`src/rtl/ibtb_gh_tracker_pkg.sv`:
```
// Shared types, sizes and the history shift function for the IBTB global-history tracker.
package ibtb_gh_tracker_pkg;

  localparam int IBTB_GH_BITS          = 8;
  localparam int IBTB_GH_CHKPT_ENTRIES = 8;
  localparam int IBTB_GH_SHIFT_BITS    = 2;
  localparam int IBTB_GH_IDX_BITS      = $clog2(IBTB_GH_CHKPT_ENTRIES);

  typedef logic [IBTB_GH_BITS-1:0]     ibtb_gh_t;
  typedef logic [IBTB_GH_IDX_BITS-1:0] ibtb_gh_chkpt_idx_t;
  // Ring pointer: checkpoint index plus one wrap bit to tell full from empty.
  typedef logic [IBTB_GH_IDX_BITS:0]   ibtb_gh_ptr_t;
  typedef logic [37:0]                 pc38_t;

  // Age the history by SHIFT_BITS and append the low target bits as the newest part.
  function automatic ibtb_gh_t ibtb_gh_next(ibtb_gh_t gh, pc38_t tgt);
    return {gh[IBTB_GH_BITS-1-IBTB_GH_SHIFT_BITS:0], tgt[IBTB_GH_SHIFT_BITS-1:0]};
  endfunction

endpackage

```
`src/rtl/ibtb_gh_tracker_if.sv`:
```
// Predict / commit / restore signal bundle between the frontend and the GH tracker.
interface ibtb_gh_tracker_if;
  import ibtb_gh_tracker_pkg::*;

  logic               predict_valid;
  pc38_t              predict_tgt_pc38;
  logic               predict_ready;
  ibtb_gh_chkpt_idx_t predict_chkpt_idx;
  ibtb_gh_t           read_ibtb_gh;
  logic               commit_valid;
  ibtb_gh_t           commit_ibtb_gh;
  logic               restore_valid;
  ibtb_gh_chkpt_idx_t restore_chkpt_idx;
  pc38_t              restore_tgt_pc38;
  logic               empty;

  // Frontend / backend side that drives predictions, retirements and mispredicts.
  modport master (
    output predict_valid, predict_tgt_pc38, commit_valid,
           restore_valid, restore_chkpt_idx, restore_tgt_pc38,
    input  predict_ready, predict_chkpt_idx, read_ibtb_gh, commit_ibtb_gh, empty
  );

  // Tracker side that owns the speculative history and checkpoint ring.
  modport slave (
    input  predict_valid, predict_tgt_pc38, commit_valid,
           restore_valid, restore_chkpt_idx, restore_tgt_pc38,
    output predict_ready, predict_chkpt_idx, read_ibtb_gh, commit_ibtb_gh, empty
  );

endinterface

```
`src/rtl/ibtb_gh_tracker.sv`:
```
// Speculative indirect-branch global history with an in-order checkpoint ring.
// Predictions push the pre-shift history, commits retire from the head, and a
// mispredict rebuilds history from its checkpoint and drops everything younger.
module ibtb_gh_tracker
  import ibtb_gh_tracker_pkg::*;
(
  input  logic                clk,
  input  logic                rst_n,
  ibtb_gh_tracker_if.slave    bus
);

  localparam int IDX_W = IBTB_GH_IDX_BITS;

  ibtb_gh_t           gh_q, gh_d;
  ibtb_gh_ptr_t       head_q, head_d;
  ibtb_gh_ptr_t       tail_q, tail_d;
  ibtb_gh_t           chkpt_q [IBTB_GH_CHKPT_ENTRIES];

  logic               full;
  logic               is_empty;
  logic               push_fire;
  logic               commit_fire;
  ibtb_gh_ptr_t       restore_pos;
  ibtb_gh_ptr_t       inflight_cnt;
  ibtb_gh_ptr_t       restore_off;
  ibtb_gh_chkpt_idx_t head_idx;
  ibtb_gh_chkpt_idx_t tail_idx;

  assign head_idx = head_q[IDX_W-1:0];
  assign tail_idx = tail_q[IDX_W-1:0];

  // Ring status and handshake qualification, all from registered pointers (no commit bypass).
  always_comb begin
    is_empty    = (head_q == tail_q);
    full        = (head_idx == tail_idx) && (head_q[IDX_W] != tail_q[IDX_W]);
    push_fire   = bus.predict_valid && !full && !bus.restore_valid;
    commit_fire = bus.commit_valid && !is_empty;
  end

  // Next-state math: restore beats push; commit advances head independently of both.
  always_comb begin
    head_d       = head_q;
    tail_d       = tail_q;
    gh_d         = gh_q;
    // A restored index at or above head's index sits in head's lap, otherwise in the next lap,
    // which keeps the restored entry inside [head, head+C).
    restore_pos  = {(bus.restore_chkpt_idx >= head_idx) ? head_q[IDX_W] : ~head_q[IDX_W],
                    bus.restore_chkpt_idx};
    inflight_cnt = tail_q - head_q;
    restore_off  = restore_pos - head_q;
    if (commit_fire) begin
      head_d = head_q + ibtb_gh_ptr_t'(1);
    end
    if (bus.restore_valid) begin
      gh_d   = ibtb_gh_next(chkpt_q[bus.restore_chkpt_idx], bus.restore_tgt_pc38);
      tail_d = restore_pos + ibtb_gh_ptr_t'(1);
    end else if (push_fire) begin
      gh_d   = ibtb_gh_next(gh_q, bus.predict_tgt_pc38);
      tail_d = tail_q + ibtb_gh_ptr_t'(1);
    end
  end

  // History and ring pointers, cleared asynchronously.
  always_ff @(posedge clk or negedge rst_n) begin
    if (!rst_n) begin
      gh_q   <= '0;
      head_q <= '0;
      tail_q <= '0;
    end else begin
      gh_q   <= gh_d;
      head_q <= head_d;
      tail_q <= tail_d;
    end
  end

  // Checkpoint storage: a pushed branch records the history it was predicted with.
  always_ff @(posedge clk) begin
    if (push_fire) begin
      chkpt_q[tail_idx] <= gh_q;
    end
  end

  assign bus.predict_ready     = !full;
  assign bus.predict_chkpt_idx = tail_idx;
  assign bus.read_ibtb_gh      = gh_q;
  assign bus.commit_ibtb_gh    = chkpt_q[head_idx];
  assign bus.empty             = is_empty;

  // Retiring with nothing in flight is a protocol error from the backend.
  a_commit_not_empty: assert property (@(posedge clk) disable iff (!rst_n)
    bus.commit_valid |-> !is_empty);

  // A mispredict must name a checkpoint that is still in flight.
  a_restore_inflight: assert property (@(posedge clk) disable iff (!rst_n)
    bus.restore_valid |-> (restore_off < inflight_cnt));

endmodule

```
`src/flat_wrapper.sv`:
```
// flat-port wrapper written by rule: the top's interface ports become plain ports
module ibtb_gh_tracker_flat import ibtb_gh_tracker_pkg::*;
  (clk, rst_n, bus_predict_valid, bus_predict_tgt_pc38, bus_commit_valid, bus_restore_valid, bus_restore_chkpt_idx, bus_restore_tgt_pc38, bus_predict_ready, bus_predict_chkpt_idx, bus_read_ibtb_gh, bus_commit_ibtb_gh, bus_empty);
  ibtb_gh_tracker_if bus_i ();
  input  logic clk;
  input  logic rst_n;
  input wire logic [$bits(bus_i.predict_valid)-1:0] bus_predict_valid;
  input wire logic [$bits(bus_i.predict_tgt_pc38)-1:0] bus_predict_tgt_pc38;
  input wire logic [$bits(bus_i.commit_valid)-1:0] bus_commit_valid;
  input wire logic [$bits(bus_i.restore_valid)-1:0] bus_restore_valid;
  input wire logic [$bits(bus_i.restore_chkpt_idx)-1:0] bus_restore_chkpt_idx;
  input wire logic [$bits(bus_i.restore_tgt_pc38)-1:0] bus_restore_tgt_pc38;
  output wire logic [$bits(bus_i.predict_ready)-1:0] bus_predict_ready;
  output wire logic [$bits(bus_i.predict_chkpt_idx)-1:0] bus_predict_chkpt_idx;
  output wire logic [$bits(bus_i.read_ibtb_gh)-1:0] bus_read_ibtb_gh;
  output wire logic [$bits(bus_i.commit_ibtb_gh)-1:0] bus_commit_ibtb_gh;
  output wire logic [$bits(bus_i.empty)-1:0] bus_empty;
  assign bus_i.predict_valid = bus_predict_valid;
  assign bus_i.predict_tgt_pc38 = bus_predict_tgt_pc38;
  assign bus_i.commit_valid = bus_commit_valid;
  assign bus_i.restore_valid = bus_restore_valid;
  assign bus_i.restore_chkpt_idx = bus_restore_chkpt_idx;
  assign bus_i.restore_tgt_pc38 = bus_restore_tgt_pc38;
  assign bus_predict_ready = bus_i.predict_ready;
  assign bus_predict_chkpt_idx = bus_i.predict_chkpt_idx;
  assign bus_read_ibtb_gh = bus_i.read_ibtb_gh;
  assign bus_commit_ibtb_gh = bus_i.commit_ibtb_gh;
  assign bus_empty = bus_i.empty;
  ibtb_gh_tracker u_core (.clk(clk), .rst_n(rst_n), .bus(bus_i));
endmodule
```
`config.mk`:
```
export PLATFORM = sky130hd
export DESIGN_NAME = ibtb_gh_tracker_flat
export DESIGN_NICKNAME = d
export VERILOG_FILES = /design/src/rtl/ibtb_gh_tracker_pkg.sv /design/src/rtl/ibtb_gh_tracker_if.sv /design/src/rtl/ibtb_gh_tracker.sv /design/src/flat_wrapper.sv
export SDC_FILE = /design/constraint.sdc
export NUM_CORES = 1
export LEC_CHECK = 0
export ABC_AREA = 1
export BUFFER_PORTS_ARGS = -buffer_cell sky130_fd_sc_hd__buf_4
export CORE_MARGIN = 8
export CORE_UTILIZATION = 30
export DETAILED_ROUTE_END_ITERATION = 7
export PLACE_DENSITY_LB_ADDON = 0.3
export SYNTH_ARGS = -nofsm -noshare
export SYNTH_HDL_FRONTEND = slang
export SYNTH_SLANG_ARGS = --single-unit
```
`constraint.sdc`:
```
create_clock -name clk -period 2.38 [get_ports clk]
set_clock_uncertainty 0.2 [all_clocks]
set_input_delay 0.357 -clock clk [delete_from_list [all_inputs] [get_ports clk]]
set_output_delay 0.357 -clock clk [all_outputs]
set_load 0.05 [all_outputs]
```
==> metrics, run 1 <==
largest net degree at the start of global routing=43; WP data required=1820 ps; Synthesis Warnings=0; Leakage=0.002059 µW; Total Routing Usage GR=12.46%; antenna-violating nets left=0; Reg2Reg Depth=11; element type at the critical path end=output port; P_sw=2477 µW; total gr overflow=0; clk sinks=80; post-synthesis cell count=434; sequential share of power=31.7%; DRC errors left=0; Final Instance Area=4912 µm²; worst r2r src=u_core.head_q[0]$_DFFE_PN0P_; largest cells by area after synthesis=edfxtp_1, nand2_1, dfrtp_1; TritonCTS buffer count=9; Post-synth EDFFs=64; Seq cells post-synth=80; core area=13,090 µm²; H-tree levels=3; status=finished, final reports clean; IO Pins=105; FF-to-FF End=u_core.chkpt_q[1][6]$_DFFE_PP_; share of the clock period used by the worst path=98.15%; syn_nets=523; fraction of layout cells with a size suffix above 1=17.73%; wire length per cell=16.07 µm; Startpoint Class=register; syn_area_per_cell=9.168 µm²; Clk Latency, worst-skew pair=330 ps; FFs w/ async S/R, synth=20.00%; fill count=1,312; gpl congestion=0.7870; vias in the first global route=3,172; worst vdd ir=0.4358 mV; vias per cell=4.749; Worst Hold Class=input port to register; Rows=42; Primary FF master, synth=edfxtp_1; post-DP HPWL=7.651 mm; Clock Power Share=22.6%; Hold EP=u_core.head_q[3]$_DFFE_PN0P_; Max-slew headroom=69.59%; Yosys top cell area share=48.30%; Final Hold Viols=0; post-synthesis cell type count=25; CP Class=register to output port; power share of the combinational group=45.7%; Tmin final=2336 ps; Cell Area, Synth=3979 µm²; pre-CTS setup slack=206.0 ps; Die W=131.2 µm; # diodes=0; Cell Pwr Density=1206 nW/µm²; Switching Fraction=41.82%; Arr. time, crit path=1780 ps; initial antenna violation count=0; starting density of the core=30.41%; fmax=428.1 MHz; sequential-to-total area share from yosys stat=58.36%; first-pass GRT wire length=16.99 mm; CTS tree=built; CTS Root Cell=clkbuf_16; initial DRC count=210; Worst-path clk slew=60 ps; Post-Route Utilization=37.54%; CTS Buffer Depth=2; DRT Wirelength=10.62 mm; Crit Path Max Fanout=31; total internal power=3446 µW; Worst Hold Depth=3; Synth top cells by count=nand2_1, edfxtp_1, nor2_1; Slew @ Worst Pin=454.5 ps; Max-Cap Viols=0; via count=3,139; FF-to-FF setup slack=260 ps; Worst Setup Slack, final=44.00 ps; Final nets=569; Layout area overhead=23.46%; top-count cell post-synth=nand2_1; final setup vio count=0; count of pins over their slew limit=0; port bufs=32; most area-hungry cell type in the Yosys netlist=edfxtp_1; TritonRoute pass-1 iters=5; die area=17,200 µm²; worst hold start=bus_commit_valid; DP Area=4534 µm²; die height=131.2 µm
==> repair_timing <==
item / CTS / global route
hold endpoints to repair: 16 / 0
pin swaps: 0 / 2
gates resized for setup: 12 / 9
hold buffers: 1 / 0
setup endpoints to repair: 7 / 8
buffers inserted: 1 / 1
==> how the worst max path moves through the flow <==
stage,from,end,slack [ps],cells after the start
final,u_core.head_q[0]$_DFFE_PN0P_,bus_commit_ibtb_gh[2],40,6
after global routing,u_core.head_q[0]$_DFFE_PN0P_,bus_commit_ibtb_gh[3],-3,7
after CTS,u_core.head_q[0]$_DFFE_PN0P_,bus_commit_ibtb_gh[0],2,7
after detailed placement,u_core.head_q[0]$_DFFE_PN0P_,bus_commit_ibtb_gh[2],210,6
after floorplan,u_core.head_q[0]$_DFFE_PN0P_,u_core.chkpt_q[0][0]$_DFFE_PP_,-30,10
after global placement,u_core.head_q[0]$_DFFE_PN0P_,bus_commit_ibtb_gh[2],250,6
==> stage by stage <==
stage | instances | hold slack (ps) | power, µW | TNS, ps
finish | 661 | 69.78 | 5923 | 0
global route | 661 | 84.11 | 6219 | -3.445
detailed placement | 642 | 44.96 | 4440 | 0
global placement | 642 | 41.90 | 4406 | 0
CTS | 660 | 62.89 | 5894 | 0
floorplan | 434 | -138.6 | 3586 | -1912
==> flip-flops by register name, indices dropped and copies added (netlist names) <==
signal and flops:
u_core.bus.read_ibtb_gh 8, u_core.chkpt_q 64, u_core.head_q 4, u_core.tail_q 4
==> power by group through the flow <==
stage	clock, µW	combinational, µW	sequential, µW
3_3_place_gp	0	2520	1890
6_report	1340	2710	1880
2_1_floorplan	0	1630	1960
3_5_place_dp	0	2550	1890
4_1_cts	1360	2660	1870
5_1_grt	1420	2910	1900
==> cell usage in the layout, fill, tap and decap left out, drive strengths merged <==
master and n:
edfxtp 64, nand2 121, dlygate4sd3 1, xnor2 1
inv 39, o21ai 53, o211ai 24, clkinv 6
xor2 5, bufinv 1, clkbuf 11, or2 1
a21oi 14, dfrtp 16, buf 57, o22ai 4
nor2 45, a31oi 6, nand3 11, ha 5
==> critical path, cell delays in order (launching register included) <==
cell,delay (ps)
dfrtp_2,440
buf_12,180
o21ai_0,160
o21ai_1,110
a21oi_1,280
a31oi_2,70
buf_4,200
==> final cells by class <==
class	count	area, µm²	share of cell area, %
clock buffers	11	232.7	4.738
multi-input cells	290	1428	29.06
repair buffers	58	491.7	10.01
clock inverters	5	57.56	1.172
flip-flops and latches	80	2323	47.30
well taps	176	220.2	4.483
inverters	41	158.9	3.235
==> per-layer routing <==
metal	GRT usage, %	routed length, µm	share of wire [%]	up-vias
met5	0	0	0	-
met4	5.617	160	1.5	0
met3	1.372	355	3.3	10
met2	22.49	5556	52	68
met1	14.52	4549	43	1506
li1	-	-	-	1555
==> logic make-up (layout without fill, tap and decap cells) <==
logic type      count (synthesis)  count (layout)  synth area share [%]
compound gates                101             101                 14.53
xor+xnor                        6               6                 1.321
fa+ha+maj                       5               5                 1.572
buf+inv                        64             115                 6.761
flops                          80              80                 58.36
simple gates                  178             178                 17.45
(Power assumes the default switching activity.)
==> run 2, diff against run 1 <==
--- a/config.mk
+++ b/config.mk
@@ -7,10 +7,12 @@
 export LEC_CHECK = 0
 export ABC_AREA = 1
 export BUFFER_PORTS_ARGS = -buffer_cell sky130_fd_sc_hd__buf_4
+export CORE_ASPECT_RATIO = 0.5
 export CORE_MARGIN = 8
 export CORE_UTILIZATION = 30
 export DETAILED_ROUTE_END_ITERATION = 7
 export PLACE_DENSITY_LB_ADDON = 0.3
+export SKIP_CTS_REPAIR_TIMING = 1
 export SYNTH_ARGS = -nofsm -noshare
 export SYNTH_HDL_FRONTEND = slang
 export SYNTH_SLANG_ARGS = --single-unit
==> run 2 against run 1 <==
  * The flow now finishes with violations (setup timing)
  * Design area increased by 4.4%
  * Via count rose by 2.5%
  * Hold slack better by 3.6 ps
  * Global-route usage up 0.46 points
  * Sequential power is essentially flat
  * Wire length is 10% higher
  * Register-to-register slack worse by 30 ps
  * Non-clock buffer count grew 10
  * Final cell count grew 0.61%
  * Critical path depth stayed put
  * Combinational power is 14% higher
  * Utilization rose by 2.5 points
  * Largest power group unchanged
==> metrics, run 2 (synthesized netlist as in run 1, its figures left out) <==
gpl congestion=0.7637; Worst Setup Slack, final=-0.5896 ps; DP Area=4547 µm²; total gr overflow=0; Final Hold Viols=0; count of pins over their slew limit=0; IO Pins=105; Die W=178.9 µm; violated checks=setup timing; Leakage=0.002144 µW; Arr. time, crit path=1820 ps; Largest Register=u_core.chkpt_q; power share of the combinational group=48.7%; core area=12,810 µm²; # diodes=0; Final nets=579; DRT Wirelength=11.72 mm; Startpoint Class=register; CTS Root Cell=clkbuf_16; DRC errors left=0; fraction of layout cells with a size suffix above 1=22.02%; status=complete, but fails checks; initial antenna violation count=0; wire length per cell=17.63 µm; Final Instance Area=5129 µm²; die height=97.44 µm; worst vdd ir=0.4627 mV; Setup TNS=-0.5896 ps; Worst-path clk slew=60 ps; final setup vio count=1; Max-Cap Viols=0; Crit Path Max Fanout=7; antenna-violating nets left=0; most common cell after layout, fill and taps aside=nand2_1; starting density of the core=31.06%; vias per cell=4.841; die area=17,430 µm²; initial DRC count=325; TritonCTS buffer count=9; clk sinks=80; Layout area overhead=28.90%; via count=3,219; WP data required=1820 ps; share of the clock period used by the worst path=100.0%; vias in the first global route=3,089; number of flip-flops in the largest register=64; CP Class=register to output port; Rows=29; Switching Fraction=42.05%; fmax=420.1 MHz; Tmin final=2381 ps; TritonRoute pass-1 iters=5; hold slack=73.40 ps; CTS Buffer Depth=2; Worst Hold Class=input port to register; sequential share of power=29.9%; largest net degree at the start of global routing=40; first-pass GRT wire length=17.34 mm; Max-slew headroom=69.53%; Clock Power Share=21.4%; port bufs=32; commonest cells after routing, fill and taps aside=nand2_1, edfxtp_1, buf_4, nor2_1, inv_1; element type at the critical path end=output port; fill count=1,211; P_sw=2680 µW; H-tree levels=3; Cell Pwr Density=1243 nW/µm²; CTS tree=built; unrepaired setup endpoints after global routing=yes; post-DP HPWL=7.566 mm; total internal power=3694 µW; Slew @ Worst Pin=455.4 ps; Clk Latency, worst-skew pair=340 ps; Total Routing Usage GR=12.91%
run 2: cell type report:
class | instances | area (µm²) | share of cell area, %
clock buffers | 10 | 229.0 | 4.465
clock inverters | 6 | 67.56 | 1.317
inverters | 41 | 161.4 | 3.147
multi-input cells | 290 | 1488 | 29.01
flip-flops and latches | 80 | 2327 | 45.38
well taps | 170 | 212.7 | 4.147
repair buffers | 68 | 643.1 | 12.54
run 2: per-stage QoR:
step | setup slack [ps] | total power [µW] | util [%] | std cells
5_1_grt | -39.28 | 6697 | 40.04 | 665
2_1_floorplan | -29.90 | 3586 | - | 434
3_5_place_dp | 66.76 | 4436 | 35.50 | 637
3_3_place_gp | 100.5 | 4403 | 35.50 | 637
4_1_cts | -185.0 | 5796 | 37.81 | 653
6_report | -0.5896 | 6374 | 40.04 | 665
run 2: worst paths after layout:
check,from,to,slack [ps],cells past startpoint
worst min register to register,u_core.bus.read_ibtb_gh[0]$_DFFE_PN0P_,u_core.bus.read_ibtb_gh[0]$_DFFE_PN0P_,360,2
worst min-delay path,bus_commit_valid,u_core.head_q[3]$_DFFE_PN0P_,70,3
worst max register to register,u_core.head_q[0]$_DFFE_PN0P_,u_core.tail_q[3]$_DFFE_PN0P_,230,13
max in group asynchronous,rst_n,u_core.head_q[0]$_DFFE_PN0P_,1510,2
worst max-delay path,u_core.head_q[0]$_DFFE_PN0P_,bus_commit_ibtb_gh[3],-0.6,6
min in group asynchronous,rst_n,u_core.bus.read_ibtb_gh[2]$_DFFE_PN0P_,240,2
run 2: critical path: stages, from the launching register on:
cell	delay (ps)
dfrtp_4	560
buf_12	170
clkbuf_16	160
a21oi_2	110
o21ai_1	90
a31oi_2	220
buf_6	190
run 2: layer usage:
layer	GRT usage [%]	wire length, µm	vias up
li1	-	-	1582
met1	17.86	5791	1548
met2	19.24	5166	74
met3	2.560	545	15
met4	5.370	219	0
met5	0	0	-
run 2: power by group through the flow:
stage / clock (µW) / combinational (µW) / sequential, µW
3_3_place_gp: 0 / 2500 / 1900
6_report: 1370 / 3100 / 1910
4_1_cts: 1380 / 2540 / 1880
3_5_place_dp: 0 / 2530 / 1900
2_1_floorplan: 0 / 1630 / 1960
5_1_grt: 1440 / 3330 / 1930
